--- src/rtl/beep_sched.sv ---
// Buzzer scheduler: arbitrates three beep requesters onto one active-low buzzer
// output, playing a fixed per-channel pattern of N beeps followed by a silent gap.
module beep_sched #(
  parameter int unsigned MS_CNT  = 50000,
  parameter int unsigned CH0_N   = 1,
  parameter int unsigned CH0_ON  = 50,
  parameter int unsigned CH0_OFF = 50,
  parameter int unsigned CH1_N   = 2,
  parameter int unsigned CH1_ON  = 100,
  parameter int unsigned CH1_OFF = 100,
  parameter int unsigned CH2_N   = 5,
  parameter int unsigned CH2_ON  = 200,
  parameter int unsigned CH2_OFF = 200,
  parameter int unsigned GAP_MS  = 100
) (
  input  logic       sys_clk,
  input  logic       sys_rst,
  input  logic [2:0] req,
  output logic       beep,
  output logic       busy,
  output logic [2:0] grant,
  output logic       done
);

  // Keep the prescaler at least one bit wide so MS_CNT=1 still elaborates.
  localparam int unsigned PreW = (MS_CNT > 1) ? $clog2(MS_CNT) : 1;
  localparam logic [PreW-1:0] PreMax = PreW'(MS_CNT - 1);

  localparam logic [9:0] Ch0N   = 10'(CH0_N);
  localparam logic [9:0] Ch0On  = 10'(CH0_ON);
  localparam logic [9:0] Ch0Off = 10'(CH0_OFF);
  localparam logic [9:0] Ch1N   = 10'(CH1_N);
  localparam logic [9:0] Ch1On  = 10'(CH1_ON);
  localparam logic [9:0] Ch1Off = 10'(CH1_OFF);
  localparam logic [9:0] Ch2N   = 10'(CH2_N);
  localparam logic [9:0] Ch2On  = 10'(CH2_ON);
  localparam logic [9:0] Ch2Off = 10'(CH2_OFF);
  localparam logic [9:0] GapMs  = 10'(GAP_MS);

  typedef enum logic [1:0] {StIdle, StOn, StOff, StGap} state_e;

  state_e          state_q, state_d;
  logic [2:0]      pend_q, pend_d;
  logic [2:0]      grant_q, grant_d;
  logic            beep_q, beep_d;
  logic            busy_q, busy_d;
  logic            done_q, done_d;
  logic [PreW-1:0] pre_q, pre_d;
  logic [9:0]      ms_q, ms_d;
  logic [9:0]      left_q, left_d;
  logic [9:0]      on_ms_q, on_ms_d;
  logic [9:0]      off_ms_q, off_ms_d;

  logic [9:0]      dur;
  logic            expire;
  logic [2:0]      sel;

  // Next-state logic: arbitration, pattern sequencing, timer and registered outputs.
  always_comb begin
    state_d  = state_q;
    pend_d   = pend_q | req;
    grant_d  = grant_q;
    left_d   = left_q;
    on_ms_d  = on_ms_q;
    off_ms_d = off_ms_q;
    sel      = 3'b000;
    pre_d    = '0;
    ms_d     = '0;

    unique case (state_q)
      StOn:    dur = on_ms_q;
      StOff:   dur = off_ms_q;
      StGap:   dur = GapMs;
      default: dur = 10'd1;
    endcase
    expire = (pre_q == PreMax) && (ms_q == dur - 10'd1);

    unique case (state_q)
      StIdle: begin
        if (pend_q != 3'b000) begin
          if (pend_q[2]) begin
            sel = 3'b100;
            left_d = Ch2N; on_ms_d = Ch2On; off_ms_d = Ch2Off;
          end else if (pend_q[1]) begin
            sel = 3'b010;
            left_d = Ch1N; on_ms_d = Ch1On; off_ms_d = Ch1Off;
          end else begin
            sel = 3'b001;
            left_d = Ch0N; on_ms_d = Ch0On; off_ms_d = Ch0Off;
          end
          state_d = StOn;
          grant_d = sel;
          // A request arriving on the grant edge re-arms the bit for a replay.
          pend_d  = (pend_q & ~sel) | req;
        end
      end
      StOn: begin
        if (expire) begin
          left_d  = left_q - 10'd1;
          state_d = (left_q > 10'd1) ? StOff : StGap;
        end
      end
      StOff: begin
        if (expire) state_d = StOn;
      end
      StGap: begin
        if (expire) begin
          state_d = StIdle;
          grant_d = 3'b000;
        end
      end
      default: state_d = StIdle;
    endcase

    // Timer restarts on every state entry so each state lasts exactly dur*MS_CNT cycles.
    if (state_d == state_q && state_q != StIdle) begin
      if (pre_q == PreMax) begin
        pre_d = '0;
        ms_d  = ms_q + 10'd1;
      end else begin
        pre_d = pre_q + PreW'(1);
        ms_d  = ms_q;
      end
    end

    beep_d = (state_d != StOn);
    busy_d = (state_d != StIdle);
    // Look ahead one cycle so the registered pulse lands in the final gap cycle.
    done_d = (state_d == StGap) && (pre_d == PreMax) && (ms_d == GapMs - 10'd1);
  end

  // State and output registers with synchronous reset.
  always_ff @(posedge sys_clk) begin
    if (sys_rst) begin
      state_q  <= StIdle;
      pend_q   <= 3'b000;
      grant_q  <= 3'b000;
      beep_q   <= 1'b1;
      busy_q   <= 1'b0;
      done_q   <= 1'b0;
      pre_q    <= '0;
      ms_q     <= '0;
      left_q   <= '0;
      on_ms_q  <= '0;
      off_ms_q <= '0;
    end else begin
      state_q  <= state_d;
      pend_q   <= pend_d;
      grant_q  <= grant_d;
      beep_q   <= beep_d;
      busy_q   <= busy_d;
      done_q   <= done_d;
      pre_q    <= pre_d;
      ms_q     <= ms_d;
      left_q   <= left_d;
      on_ms_q  <= on_ms_d;
      off_ms_q <= off_ms_d;
    end
  end

  assign beep  = beep_q;
  assign busy  = busy_q;
  assign grant = grant_q;
  assign done  = done_q;

endmodule

--- config.mk ---
export PLATFORM = sky130hd
export DESIGN_NAME = beep_sched
export DESIGN_NICKNAME = d
export VERILOG_FILES = /design/src/rtl/beep_sched.sv
export SDC_FILE = /design/constraint.sdc
export NUM_CORES = 1
export LEC_CHECK = 0
export ABC_CLOCK_PERIOD_IN_PS = 9550
export BUFFER_PORTS_ARGS = -buffer_cell sky130_fd_sc_hd__buf_2
export CORE_UTILIZATION = 25
export DETAILED_ROUTE_END_ITERATION = 12
export SLEW_MARGIN = 20
export SYNTH_ARGS = -nofsm -noshare
export SYNTH_HDL_FRONTEND = slang
export SYNTH_SLANG_ARGS = --single-unit
--- constraint.sdc ---
create_clock -name sys_clk -period 9.55 [get_ports sys_clk]
set_clock_uncertainty 0.2 [all_clocks]
set_input_delay 0.955 -clock sys_clk [delete_from_list [all_inputs] [get_ports sys_clk]]
set_output_delay 0.955 -clock sys_clk [all_outputs]
set_load 0.01 [all_outputs]
After elaboration in Yosys (flattened, before gate mapping)
Index checks and enable logic that the tools add are counted.
Widths: inputs -> output; s select.
Word-level totals
  logic and storage cells: 73
  input bits: 5
  flip-flop bits (word level): 57
  output and inout bits: 6
Cells by class
  $lt $le $gt $ge: 1
  add/subtract/negate cells: 4
  equality and inequality tests: 13
  mux-type cells: 27
  reduce and logical (&&, ||, !) cells: 14
  bitwise operators: 4
Operator list (number)
  $mux 10: 4
  $pmux 10 s2: 2
  $eq 16x16->1 const B: 2
  $mux 16: 2
  $mux 3: 8
  $sub 10x1->10 const B: 2
  $add 16x1->16 const B: 1
  $mux 2: 6
  $add 10x1->10 const B: 1
  $eq 10x10->1: 1
  $eq 10x7->1 const B: 1
  $gt 10x1->1 const B: 1
  $mux 8: 1
  $pmux 2 s4: 1
  $reduce_bool 2->1: 4
  $mux 7: 1
  $eq 2x2->1 const B: 3
  $ne 2x2->1 const B: 3
  $or 3x3->3: 2
  $pmux 3 s2: 1
  $reduce_and 3->1: 2
  $logic_and 1x1->1: 4
  $and 3x3->3: 1
  $not 3->3: 1
  other kinds (8): 8

Depth between registers and ports, before layout
Gate-level depths: netlist (run 1).
  depth after elaboration: 14
  depth in mapped cells: 13
  depth with buffers taken out: 10

Worst setup path before layout (run 1)
Ideal clock, no wire load.
  path type: register to register
  from: reg state_q[0]
  to: reg left_q[5]
  arrival time: 3.621 ns
  path slack: 5.670 ns
  cell stages (with the launch flop): 12
  data required time: 9.291 ns
  period minus slack after synthesis: 3.880 ns
  library setup time: 0.059 ns
  buffers on the path: 1
  cell sequence: dfxtp_1 -> inv_1 -> ha_1 -> clkbuf_1 -> or4b_2 -> o211ai_1 -> xor2_1 -> a2111oi_0 -> or4b_4 -> a211o_1 -> or4b_1 -> nand2_1
Between the ends
  longest elaborated chain between the ends: 8
  elaborated cells between the ends (all ways): 14
  classes of those cells: 1 x add/sub; 6 x eq/ne; 2 x mux; 5 x reduce/logical
Ends and longest elaborated chain
  from (decl): RTL line 42  | state_e state_q, state_d;
  from (signal assigned): RTL line 135  | state_q <= StIdle;
  from (signal assigned): RTL line 147  | state_q <= state_d;
  $eq 2x2->1 or $eq 2x1->1 (tied branches): RTL line 70, 78
  $reduce_or 2->1 (no source line)
  $pmux 10 s2: RTL line 70  | unique case (state_q)
  $sub 10x1->10: RTL line 76  | expire = (pre_q == PreMax) && (ms_q == dur - 10'd1);
  $eq 10x10->1: RTL line 76
  $logic_and 1x1->1: RTL line 76
  $ne 2x2->1 (no source line)
  $reduce_and 3->1 (no source line)
  to (signal assigned): RTL line 155  | left_q <= left_d;
  to (decl): RTL line 50  | logic [9:0] left_q, left_d;
Parallel ways exist; a longest one is shown, timed or not.
A chain may end at the register's enable or synchronous reset.

Worst setup path after layout (run 1)
  from: reg state_q[1]
  to: reg left_q[5]
Same word-level chain as after synthesis.

==> results.txt, run 1 <==
The flow ran to the end, and the final reports show no timing, DRC or antenna violations. No sink is reached through more buffers than the 2 on the longest clock path. In this run the count of I/O pins placed on the die edge is 11. The tree is rooted in a sky130_fd_sc_hd__clkbuf_16. Setup violations remaining at the end of the flow were counted as 0. The detailed-route wire length per cell is 13.3 µm, and the synthesized flop and latch total is 52. By startpoint and endpoint, the worst setup path is classified as reg2reg.

Horizontal die dimension: 118 µm. The count of buffers from port buffering is 10. The top cell type by area accounts for 30.9% of the synthesized area.

Data arrives at the worst endpoint at 4.53 ns. TritonCTS built the clock tree. After Yosys synthesis, XOR and XNOR cells account for 8.58% of the synthesized area. Of all nets on the critical path, the largest fanout is 19. The total number of vias was 3013; the power density over the cells was 154 nW/µm².

For the final routed database, the setup TNS stands at 0 ns. The tool flagged a number of max-cap violations equal to 0. The tools report the overall track demand over capacity in global routing as 11.7%. Clock latency on the worst-skew pair, taken at its later pin, is 0.29 ns. The floorplan step defined a die boundary enclosing 13900 µm². STA puts the critical path data required time at 9.58 ns.

The run gives 30.9% as the register area share after synthesis. The worst-case headroom to the max-slew limit came out at 43.1%. The count of cell types in the netlist is 64, and the worst slack after detailed placement is 4.96 ns. For the worst hold slack, the log shows 0.310 ns. The run gives 0 as the number of max-slew violations in the final report. In this run the worst hold path is classified as reg2reg. The clock slew at the register clock pins of the worst setup and hold paths is 0.07 ns, and the area of the core region is 13200 µm².

After Yosys synthesis, and, or, nand and nor cells account for 31.8% of the synthesized area. The worst register-to-register path begins at state_q[1]$_SDFF_PP0_. In this run the most critical hold path is launched from pre_q[0]$_SDFF_PP0_. The number of nets handed over by synthesis was 441. Across all setup checks in the final design, the least slack found is 5.05 ns.

Measured in cells, the most critical reg-to-reg path has a length of 10. Main combinational cell family by area after synthesis: simple AND/OR/NAND/NOR gates. The cell taking the most area after synthesis is sky130_fd_sc_hd__dfxtp_1.

The remaining routing DRC violations is 0. The first global-routing pass estimated 13500 µm of wire. Instance count of the mapped netlist: 427.

Tracing the worst setup path back leads to its startpoint at state_q[1]$_SDFF_PP0_. The setup check on the worst reg-to-reg path leaves a slack of 5.05 ns. In the final design database the tool counted 430 nets. The synthesized-area fraction occupied by ao, oa, aoi and oai cells is 18.8%, and the first-pass iteration count of the detailed router is 4. Setup repair after global routing left no endpoint under its margin. The capturing element of the worst setup path was left_q[5]$_SDFFE_PP0P_. The most used flip-flop cell after synthesis is sky130_fd_sc_hd__dfxtp_1.

The run gives 585 as the placed instance count. The proportion of register bits with asynchronous set or reset after synthesis was 0%; the total grt overflow was 0. Floorplan row count: 42. The worst register-to-register path ends at left_q[5]$_SDFFE_PP0P_. Overall power consumption after layout is estimated at 0.566 mW.

The number of hold-slack violations in the final timing report was 0. The floorplan step set the die height to 118 µm. The tools report the final routed wirelength across all metal layers as 7850 µm. The worst setup path is launched from a register. Post-CTS repair changed the size of 0 cells. The initial core utilization was 25.5%. For this run, the number of Yosys warnings is 0. The logs give 0 for the cts-stage hold buffer count and 0 for the setup fix buffers added after clock tree synthesis. Compared with the post-synthesis result, the final layout area differs by 8.84%. The number of antenna violations at the first check in global routing was 0; the share of cell area taken by muxes after synthesis was 1.19%.

The worst setup path is captured at a register. Dividing the detail-routed via count by the number of cells gives 5.09. For the clock sink count, the log shows 52. In this run the remaining antenna-violating nets after routing total 0. The fmax was 0.222 GHz; the share of cells above drive strength 1 was 7.21%. The number of global-route vias before repair is 2781. Sorting the synthesized cells by area gives the leading types as sky130_fd_sc_hd__dfxtp_1, sky130_fd_sc_hd__xnor2_1, sky130_fd_sc_hd__nor2_1, sky130_fd_sc_hd__nand2_1, sky130_fd_sc_hd__xor2_1.

The H-tree generated during clock tree synthesis spans 2 levels. The tools report the final non-filler cell total as 592. The number of fillers in the final layout came out at 1426.

The number of antenna diodes in the final layout is 0. For the half-perimeter wire length after placement, the log shows 5510 µm. For the pin with the worst max-slew slack, the measured transition is 0.853 ns. The time the worst path needs with I/O delays and setup was 4.50 ns; the average cell area after synthesis was 7.89 µm². The number of enable flip-flop cells after synthesis was 0; the post-synthesis instance area was 3370 µm². Routability-driven placement finished with a final weighted congestion of 0.849. The adder and majority cell fraction of the synthesized area is 3.34%.

For this design the static power due to leakage is 1.29 nW. The run gives 0.0730 mV as the worst supply voltage drop on vdd. The maximum number of pins on one net before global-route repair was 27; the post-route fraction of the period consumed by the critical path was 47.1%. Counting the buffers created by CTS gives 5.

The tools report the initial detailed-routing violation count as 162.
## cells in the mapped netlist, types with 3 or more instances
library cell	number
sky130_fd_sc_hd__or4_1	3
sky130_fd_sc_hd__and3_1	5
sky130_fd_sc_hd__o2111ai_1	3
sky130_fd_sc_hd__nand3_1	19
sky130_fd_sc_hd__nand3b_1	3
sky130_fd_sc_hd__nor4b_1	9
sky130_fd_sc_hd__o31ai_1	6
sky130_fd_sc_hd__o21ai_0	13
sky130_fd_sc_hd__ha_1	9
sky130_fd_sc_hd__o211ai_1	8
sky130_fd_sc_hd__nor2b_1	5
sky130_fd_sc_hd__a211oi_1	4
sky130_fd_sc_hd__nand2b_1	8
sky130_fd_sc_hd__buf_2	8
sky130_fd_sc_hd__nand4_1	9
sky130_fd_sc_hd__inv_1	15
sky130_fd_sc_hd__clkbuf_1	18
sky130_fd_sc_hd__nor2_1	42
sky130_fd_sc_hd__nor3_1	24
sky130_fd_sc_hd__nand2_1	36
sky130_fd_sc_hd__xnor2_1	19
sky130_fd_sc_hd__or3_1	4
sky130_fd_sc_hd__and4_1	5
sky130_fd_sc_hd__a21oi_1	23
sky130_fd_sc_hd__a31oi_1	4
sky130_fd_sc_hd__nor4_1	8
sky130_fd_sc_hd__xor2_1	14
sky130_fd_sc_hd__dfxtp_1	52
sky130_fd_sc_hd__mux2i_1	4
## layout by cell type, fill, tap and decap left out, drive strengths merged, types with 11 or more instances in the layout
cell | synthesis | layout
xnor2 | 19 | 19
dfxtp | 52 | 52
nor2 | 42 | 42
inv | 15 | 15
o21ai | 13 | 13
buf | 11 | 11
xor2 | 14 | 14
nand2 | 36 | 36
nand3 | 19 | 19
a21oi | 23 | 23
nor3 | 24 | 24
## critical path, cell delays in order, from the launching register on
cell and delay (ns):
sky130_fd_sc_hd__dfxtp_1 0.48, sky130_fd_sc_hd__inv_1 0.13, sky130_fd_sc_hd__ha_1 0.63, sky130_fd_sc_hd__or4b_2 0.63
sky130_fd_sc_hd__o211ai_1 0.23, sky130_fd_sc_hd__xor2_1 0.11, sky130_fd_sc_hd__a2111oi_0 0.40, sky130_fd_sc_hd__or4b_4 0.64
sky130_fd_sc_hd__a211o_1 0.39, sky130_fd_sc_hd__or4b_1 0.50, sky130_fd_sc_hd__nand2_1 0.08
## layout make-up
cell class | instances | area, µm² | share of cell area [%]
Tap cell | 176 | 220 | 6.01
Multi-Input combinational cell | 331 | 2150 | 58.7
Timing Repair Buffer | 11 | 57.6 | 1.57
Clock buffer | 5 | 125 | 3.41
Inverter | 15 | 56.3 | 1.54
Sequential cell | 52 | 1040 | 28.4
Clock inverter | 2 | 12.5 | 0.341
## how the worst min path moves through the flow
stage / cells after the start / end / slack (ns)
2_1_floorplan: 1 / pre_q[0]$_SDFF_PP0_ / 0.27
3_3_place_gp: 1 / pre_q[0]$_SDFF_PP0_ / 0.29
3_5_place_dp: 2 / grant[2]$_SDFFE_PP0P_ / 0.30
4_1_cts: 2 / grant[2]$_SDFFE_PP0P_ / 0.31
5_1_grt: 1 / pre_q[0]$_SDFF_PP0_ / 0.34
6_report: 1 / pre_q[0]$_SDFF_PP0_ / 0.31
## registers in the layout, summed over array words and instances, names as in the netlist
| name | flops |
|---|---|
| beep | 1 |
| busy | 1 |
| done | 1 |
| grant | 3 |
| left_q | 10 |
| ms_q | 10 |
| off_ms_q | 5 |
| pend_q | 3 |
| pre_q | 16 |
| state_q | 2 |
## routing by layer
| layer | vias up | global-route usage, % | part of all wire [%] |
|---|---|---|---|
| met5 | - | 0 | 0 |
| met4 | 0 | 3.77 | 1.3 |
| met3 | 7 | 2.28 | 3.0 |
| met2 | 37 | 18.4 | 44 |
| met1 | 1434 | 16.0 | 51 |
| li1 | 1535 | - | - |
## stage by stage
step,instance area (µm²),util [%]
after floorplan,3370,-
after global placement,3520,26.7
after detailed placement,3520,26.7
after CTS,3660,27.7
after global routing,3670,27.8
final,3670,27.8
## cells by family after synthesis
| logic type | Yosys count |
|---|---|
| DFF | 52 |
| muxes | 4 |
| and+or+nand+nor | 197 |
| xor gates and xnor gates | 33 |
| AOI/OAI and AO/OA | 88 |
| buffers and inverters | 44 |
| adders and majority gates | 9 |
## power by group
part / switching (mW) / leakage, nW / internal [mW]
combinational: 0.0864 / 0.797 / 0.0589
sequential: 0.0174 / 0.423 / 0.231
clock: 0.0770 / 0.0657 / 0.0952
total: 0.181 / 1.29 / 0.385
Note: power is estimated with default switching activity, not from simulation.
==> run 2: changes to the inputs <==
ABC_CLOCK_PERIOD_IN_PS = 4490   (was 9550)
clock period = 4.49 ns   (was 9.55 ns; I/O delays follow)
==> results.txt, run 2 (synthesis results as in run 1) <==
TritonCTS built the clock tree. The tools report the number of hold-slack violations in the final timing report as 0 (unchanged). The worst setup path startpoint was state_q[0]$_SDFF_PP0_. The critical-path cell with the highest stage delay is sky130_fd_sc_hd__or4b_4. STA classifies the critical path startpoint as a register. The actual slew at the worst max-slew pin came out at 0.755 ns (-0.0974 ns).

The horizontal die dimension was 118 µm (unchanged). The worst setup path is captured at a register. End of the worst register-to-register path: left_q[5]$_SDFFE_PP0P_. The number of buffers and inverters on the critical path works out to 1 (unchanged). The initial detailed-routing violation count was 264 (+63%). The tools report the cts-stage hold buffer count as 0 (unchanged). The count of buffers from port buffering came out at 10 (unchanged). The area of the multi-input gates is 2140 µm² (-0.41%), and the initial core utilization is 25.5% (unchanged). The tools report the endpoint required time on the critical path as 4.53 ns (-5.05 ns).

Among cell families on the critical path, the largest total delay comes from simple AND/OR/NAND/NOR gates. The total number of vias was 3097 (+2.8%). The logic depth of the worst path, buffers included was 10 (unchanged).

The logs give 0 ns (unchanged) for the setup TNS and 0 (unchanged) for the remaining antenna violation count after routing. The post-route fraction of the period consumed by the critical path was 89.7% (+43 points). The cell sitting at the root of the clock tree is a sky130_fd_sc_hd__clkbuf_16.

The power density over the cells came out at 346 nW/µm² (+120%). Setup repair after global routing left no endpoint under its margin. The hold path depth is 3 (+2), and the worst-case headroom to the max-slew limit is 48.9% (+5.8 points).

The tools report the final antenna diode count as 0 (unchanged). The capturing element of the worst setup path was left_q[5]$_SDFFE_PP0P_. The tools report the register-to-register path setup slack as 0.46 ns (-4.59 ns).

The final routed wirelength across all metal layers came out at 8210 µm (+4.6%). The run gives 13900 µm² (unchanged) as the total die area. The maximum buffer depth of the clock tree was 2 (unchanged).

The flip-flop count of the largest register after layout is 16 (unchanged), and the weighted congestion at the end of routability-driven global placement is 0.861 (+1.4%). The number of cells on the worst reg-to-reg path was 10 (unchanged); the reported max-cap violation count was 0 (unchanged). The number of max-slew violations in the final report is 0 (unchanged), and the routed length on met2 is 3860 µm (+11%). The wire length of the first global-routing pass is 13900 µm (+3.3%), and the setup fix buffers added after clock tree synthesis is 0 (unchanged). The detailed-route wire length per cell came out at 13.7 µm (+3.2%). The flow ran to the end, and the final reports show no timing, DRC or antenna violations. The share of cells above drive strength 1 was 8.96% (+1.8 points); the core occupancy in the finished layout was 28.4% (+0.64 points).

The run gives 11 (unchanged) as the I/O pin total. The fmax was 0.248 GHz (+12%). The clock sink count is 52 (unchanged). The half-perimeter wire length after placement was 5950 µm (+7.9%); the number of fillers in the final layout was 1397 (-2.0%).

The run gives 2850 (+2.5%) as the number of global-route vias before repair. Worst min-delay path category: in2reg. The data arrival time of the worst path is 4.07 ns (-0.46 ns).

For the first-pass iteration count of the detailed router, the log shows 4 (unchanged). After detailed routing, no signal wire sits above met4. The vertical die dimension works out to 118 µm (unchanged).

For the total of endpoints with negative setup slack in the final report, the log shows 0 (unchanged). Total grt overflow: 0 (unchanged). The critical path goes through inv_1 > ha_1 > or4b_2 > o211ai_1 > xor2_1 > a2111oi_0 > or4b_4 > a211o_1 > or4b_1 > nand2_1. The tools report the total CTS buffers as 5 (unchanged).

In this run the critical register-to-register path is launched from state_q[0]$_SDFF_PP0_. The remaining routing DRC violations is 0 (unchanged), and the maximum cell stage delay along the critical path is 0.63 ns (about the same). The met3 wire length is 356 µm (+52%), and the worst supply voltage drop on vdd is 0.144 mV (+97%). The largest fanout on the critical path is 12 (-7), and the time the worst path needs with I/O delays and setup is 4.03 ns (-0.470 ns). The maximum number of pins on one net before global-route repair was 27 (unchanged).

The sum of routed wire segments on met1 is 3860 µm (-4.3%). Clock slew at the register clock pins of the worst setup and hold paths: 0.07 ns (about the same). Ranked by flip-flop count, first place goes to pre_q. The run gives 0 (unchanged) as the count of instances resized after the clock tree is built.

The area of the core region is 13200 µm² (unchanged). The area growth from synthesis to layout is 11.3%, and the mean number of vias per cell is 5.16 (+1.4%). The deepest level of the CTS H-tree is 2 (unchanged). Leaving out fill and tap cells, the most frequent cell in the layout is sky130_fd_sc_hd__dfxtp_1.

The area used by sequential logic in the layout came out at 1040 µm² (unchanged). The setup path with the least slack is of type reg2reg. The logs give 1.33 nW (+3.4%) for the leakage dissipation and 0.29 ns (about the same) for the source-to-sink clock delay at the later pin of the worst-skew pair. The final non-filler cell total is 600 (+1.4%).

The placed instance count is 592 (+1.2%). Leaving out fill and tap cells, the most frequent cells in the layout are sky130_fd_sc_hd__dfxtp_1, sky130_fd_sc_hd__nor2_1, sky130_fd_sc_hd__nand2_1. Floorplan row count: 42 (unchanged). The count of nets after finishing is 437 (+1.6%), and the overall track demand over capacity in global routing is 12.1% (+0.40 points). In the final layout, the registers with the most flip-flops are pre_q: 16 flops, left_q: 10 flops, ms_q: 10 flops. For the number of antenna violations at the first check in global routing, the log shows 0 (unchanged).
-- run 2: changes by cell type in the layout (fill, tap and decap cells not counted), sizes merged --
cell and change:
buf +7, clkbuf +1, clkinvlp -1, bufinv +1
-- run 2: per-layer routing --
metal  global-route usage [%]  vias to the layer above
li1                         -                     1547
met1                     16.2                     1470
met2                     19.6                       72
met3                     2.23                        8
met4                     4.09                        0
met5                        0                        -
-- run 2: per-stage QoR --
step	setup slack [ns]	total power, mW	hold slack [ns]	area [µm²]
after floorplan	0.610	0.781	0.269	3370
after global placement	0.562	0.847	0.293	3570
after detailed placement	0.470	0.859	0.297	3570
after CTS	0.452	1.31	0.167	3750
after global routing	0.201	1.38	0.183	3750
final	0.463	1.30	0.169	3750
-- run 2: area by class of cell --
class	instances	share of cell area, %
sequential	52	27.8
timing repair buffer	18	2.94
clock inverter	2	1.03
multi-input combinational	331	57.2
inverter	15	1.50
tap	176	5.87
clock buffer	6	3.70
-- run 2: worst min-delay path by stage --
| stage | from | end |
|---|---|---|
| 6_report | req[2] | pend_q[2]$_SDFF_PP0_ |
| 5_1_grt | req[2] | pend_q[2]$_SDFF_PP0_ |
| 4_1_cts | req[2] | pend_q[2]$_SDFF_PP0_ |
| 3_5_place_dp | grant[1]$_SDFFE_PP0P_ | grant[1]$_SDFFE_PP0P_ |
| 3_3_place_gp | pre_q[0]$_SDFF_PP0_ | pre_q[0]$_SDFF_PP0_ |
| 2_1_floorplan | pre_q[0]$_SDFF_PP0_ | pre_q[0]$_SDFF_PP0_ |
-- run 2: tightest hold or removal path: stages --
cell and delay [ns]:
sky130_fd_sc_hd__buf_2 0.08, sky130_fd_sc_hd__a21oi_1 0.03, sky130_fd_sc_hd__nor2_1 0.07
-- run 2: report_power, final --
| group | internal, mW | switching, mW |
|---|---|---|
| combinational | 0.131 | 0.188 |
| sequential | 0.492 | 0.0390 |
| clock | 0.279 | 0.168 |
==> run 3: changes to the inputs <==
REMOVE_ABC_BUFFERS = 1   (was default)
==> results.txt, run 3 (synthesis results as in run 1) <==
The run finished with clean final reports. Total cell area at the placement stage: 3560 µm² (-0.21%). End of the worst register-to-register path: pre_q[15]$_SDFF_PP0_. Deepest level of the CTS H-tree: 2 (unchanged). The tools report the remaining antenna violation count after routing as 0 (unchanged).

The tools report the leakage dissipation as 1.32 nW (-0.96%). The tools report the reported max-cap violation count as 0 (unchanged). The logs give 28.1% (-0.32 points) for the core occupancy in the finished layout and 4.48 ns (-0.05 ns) for the endpoint required time on the critical path.

Clock slew at the register clock pins of the worst setup and hold paths: 0.07 ns (about the same). The mean number of vias per cell works out to 5.07 (-1.7%). The flip-flop count of the largest register after layout is 16 (unchanged), and the number of buffers and inverters on the critical path is 1 (unchanged). The total number of vias is 3033 (-2.1%), and the maximum cell stage delay along the critical path is 0.64 ns (about the same). The final routed wirelength across all metal layers was 7850 µm (-4.4%); the count of instances resized after the clock tree is built was 0 (unchanged). The logs give 436 (-0.23%) for the count of nets after finishing and 13500 µm (-3.2%) for the wire length of the first global-routing pass.

Maximum number of pins on one net before global-route repair: 27 (unchanged). The worst-case headroom to the max-slew limit was 50.7% (+1.8 points); the total grt overflow was 0 (unchanged). For the met3 usage in global routing, the log shows 2.33% (+0.097 points).

Cts-stage hold buffer count: 0 (unchanged). Leaving out fill and tap cells, the most frequent cells in the layout are sky130_fd_sc_hd__dfxtp_1, sky130_fd_sc_hd__nor2_1, sky130_fd_sc_hd__nand2_1. Clock tree synthesis selected as its root buffer the cell sky130_fd_sc_hd__clkbuf_16. The setup TNS came out at 0 ns (unchanged). The tightest min-delay check is of the in2reg type.

The detailed-route wire length per cell works out to 13.1 µm (-4.1%). The vertical die dimension came out at 118 µm (unchanged). The run gives 42 (unchanged) as the floorplan row count. Traced cell by cell, the critical path runs through inv_1 > ha_1 > or4b_2 > o211ai_1 > xor2_1 > a2111oi_0 > or4b_4 > mux2i_1 > o211ai_4 > nor3_1. In this run the most used layer during global routing was met2. The worst-case hold path end point was pend_q[0]$_SDFF_PP0_. The tools report the final non-filler cell total as 598 (-0.33%). The clock sink count is 52 (unchanged). The tools report the total die area as 13900 µm² (unchanged). The count of buffers from port buffering is 10 (unchanged), and the area growth from synthesis to layout is 10.1%. For the remaining routing DRC violations, the log shows 0 (unchanged). The worst register-to-register path begins at state_q[0]$_SDFF_PP0_.

TritonCTS built the clock tree. Total CTS buffers: 5 (unchanged). The tools report the total of endpoints with negative setup slack in the final report as 0 (unchanged). The largest registers in the layout are pre_q: 16 flops, left_q: 10 flops, ms_q: 10 flops. The setup fix buffers added after clock tree synthesis came out at 0 (unchanged).

The logs give 11.5% (-0.62 points) for the overall track demand over capacity in global routing and 0 (unchanged) for the number of antenna violations at the first check in global routing. For the number of hold-slack violations in the final timing report, the log shows 0 (unchanged). The overall power consumption was 1.21 mW (-6.8%). Setup repair after global routing left no endpoint under its margin.

The logs give 0 (unchanged) for the final antenna diode count and 13200 µm² (unchanged) for the area of the core region. The actual slew at the worst max-slew pin works out to 0.734 ns (-0.0219 ns). The run gives 0.852 (-1.0%) as the weighted congestion at the end of routability-driven global placement. The startpoint of the lowest-slack hold path is req[0].

The horizontal die dimension was 118 µm (unchanged); the maximum buffer depth of the clock tree was 2 (unchanged). The critical-path cell with the highest stage delay was sky130_fd_sc_hd__or4b_4. Among cell families on the critical path, the largest total delay comes from simple AND/OR/NAND/NOR gates. STA classifies the critical path startpoint as a register. For the met2 usage in global routing, the log shows 20.2% (+0.63 points).

The library cell used most frequently in the layout, excluding fill and tap cells, is sky130_fd_sc_hd__dfxtp_1. The largest fanout on the critical path is 26 (+14), and the share of cells above drive strength 1 is 8.29% (-0.67 points). The post-route fraction of the period consumed by the critical path was 91.7% (+2.0 points); the I/O pin total was 11 (unchanged). The design area came out at 3710 µm² (-1.1%). The register with the most flip-flops was pre_q. The run gives 0.37 ns (-0.09 ns) as the register-to-register path setup slack.

The initial core utilization was 25.5% (unchanged); the fmax was 0.243 GHz (-2.2%). The data arrival time of the worst path is 4.11 ns (+0.04 ns), and the hold path depth is 3 (unchanged). The run gives 5610 µm (-5.6%) as the half-perimeter wire length after placement. Number of global-route vias before repair: 2883 (+1.2%). The routing usage on met1 is 14.7% (-1.5 points). STA classifies the critical path endpoint as a register.

The time the worst path needs with I/O delays and setup came out at 4.12 ns (+0.0918 ns). The worst setup path is of the reg2reg kind. The number of max-slew violations in the final report was 0 (unchanged); the placed instance count was 591 (-0.17%). The number of cells on the worst reg-to-reg path is 10 (unchanged). The power density over the cells is 326 nW/µm² (-5.7%).

The worst supply voltage drop on vdd was 0.172 mV (+19%). The run gives 4 (unchanged) as the first-pass iteration count of the detailed router. Initial detailed-routing violation count: 208 (-21%).

The run gives 0.28 ns (about the same) as the source-to-sink clock delay at the later pin of the worst-skew pair.
==> run 3: worst min-delay path: cells and delay by family <==
kind                   cells  cell delay, ns
buffers and inverters      1            0.08
and+or+nand+nor            1            0.06
AOI/OAI and AO/OA          1            0.03
==> run 3: area by class of cell <==
cell class | instances | area, µm²
repair buffers | 17 | 103
multi-input cells | 331 | 2150
fillers | 1412 | 9480
clock inverters | 1 | 5.00
inverters | 15 | 56.3
clock buffers | 6 | 129
flip-flops and latches | 52 | 1040
well taps | 176 | 220
==> run 3: worst max path at each step <==
stage                                from                     end  slack, ns  cells past startpoint
floorplan           state_q[0]$_SDFF_PP0_  left_q[5]$_SDFFE_PP0P_       0.50                     10
global placement    state_q[0]$_SDFF_PP0_      ms_q[9]$_SDFF_PP0_       0.42                      9
detailed placement  state_q[0]$_SDFF_PP0_    pre_q[15]$_SDFF_PP0_       0.21                     10
CTS                 state_q[0]$_SDFF_PP0_    pre_q[15]$_SDFF_PP0_       0.13                     10
global route        state_q[0]$_SDFF_PP0_    pre_q[15]$_SDFF_PP0_       0.03                     10
finish              state_q[0]$_SDFF_PP0_    pre_q[15]$_SDFF_PP0_       0.37                     10
==> run 3: metrics by stage <==
stage                     hold WS [ns]  setup WS (ns)
final                            0.176          0.372
after global routing             0.198         0.0278
after CTS                        0.178          0.133
after detailed placement         0.296          0.210
after global placement           0.288          0.417
after floorplan                  0.271          0.499
==> run 3: power breakdown <==
group | internal, mW | switching (mW)
Combinational | 0.131 | 0.183
Clock | 0.203 | 0.163
Sequential | 0.492 | 0.0377
==> run 3: routing by layer <==
metal  part of all wire (%)  wire length [µm]
met1                     49              3850
met2                     48              3740
met3                    2.8               217
met4                   0.43                34
met5                      0                 0
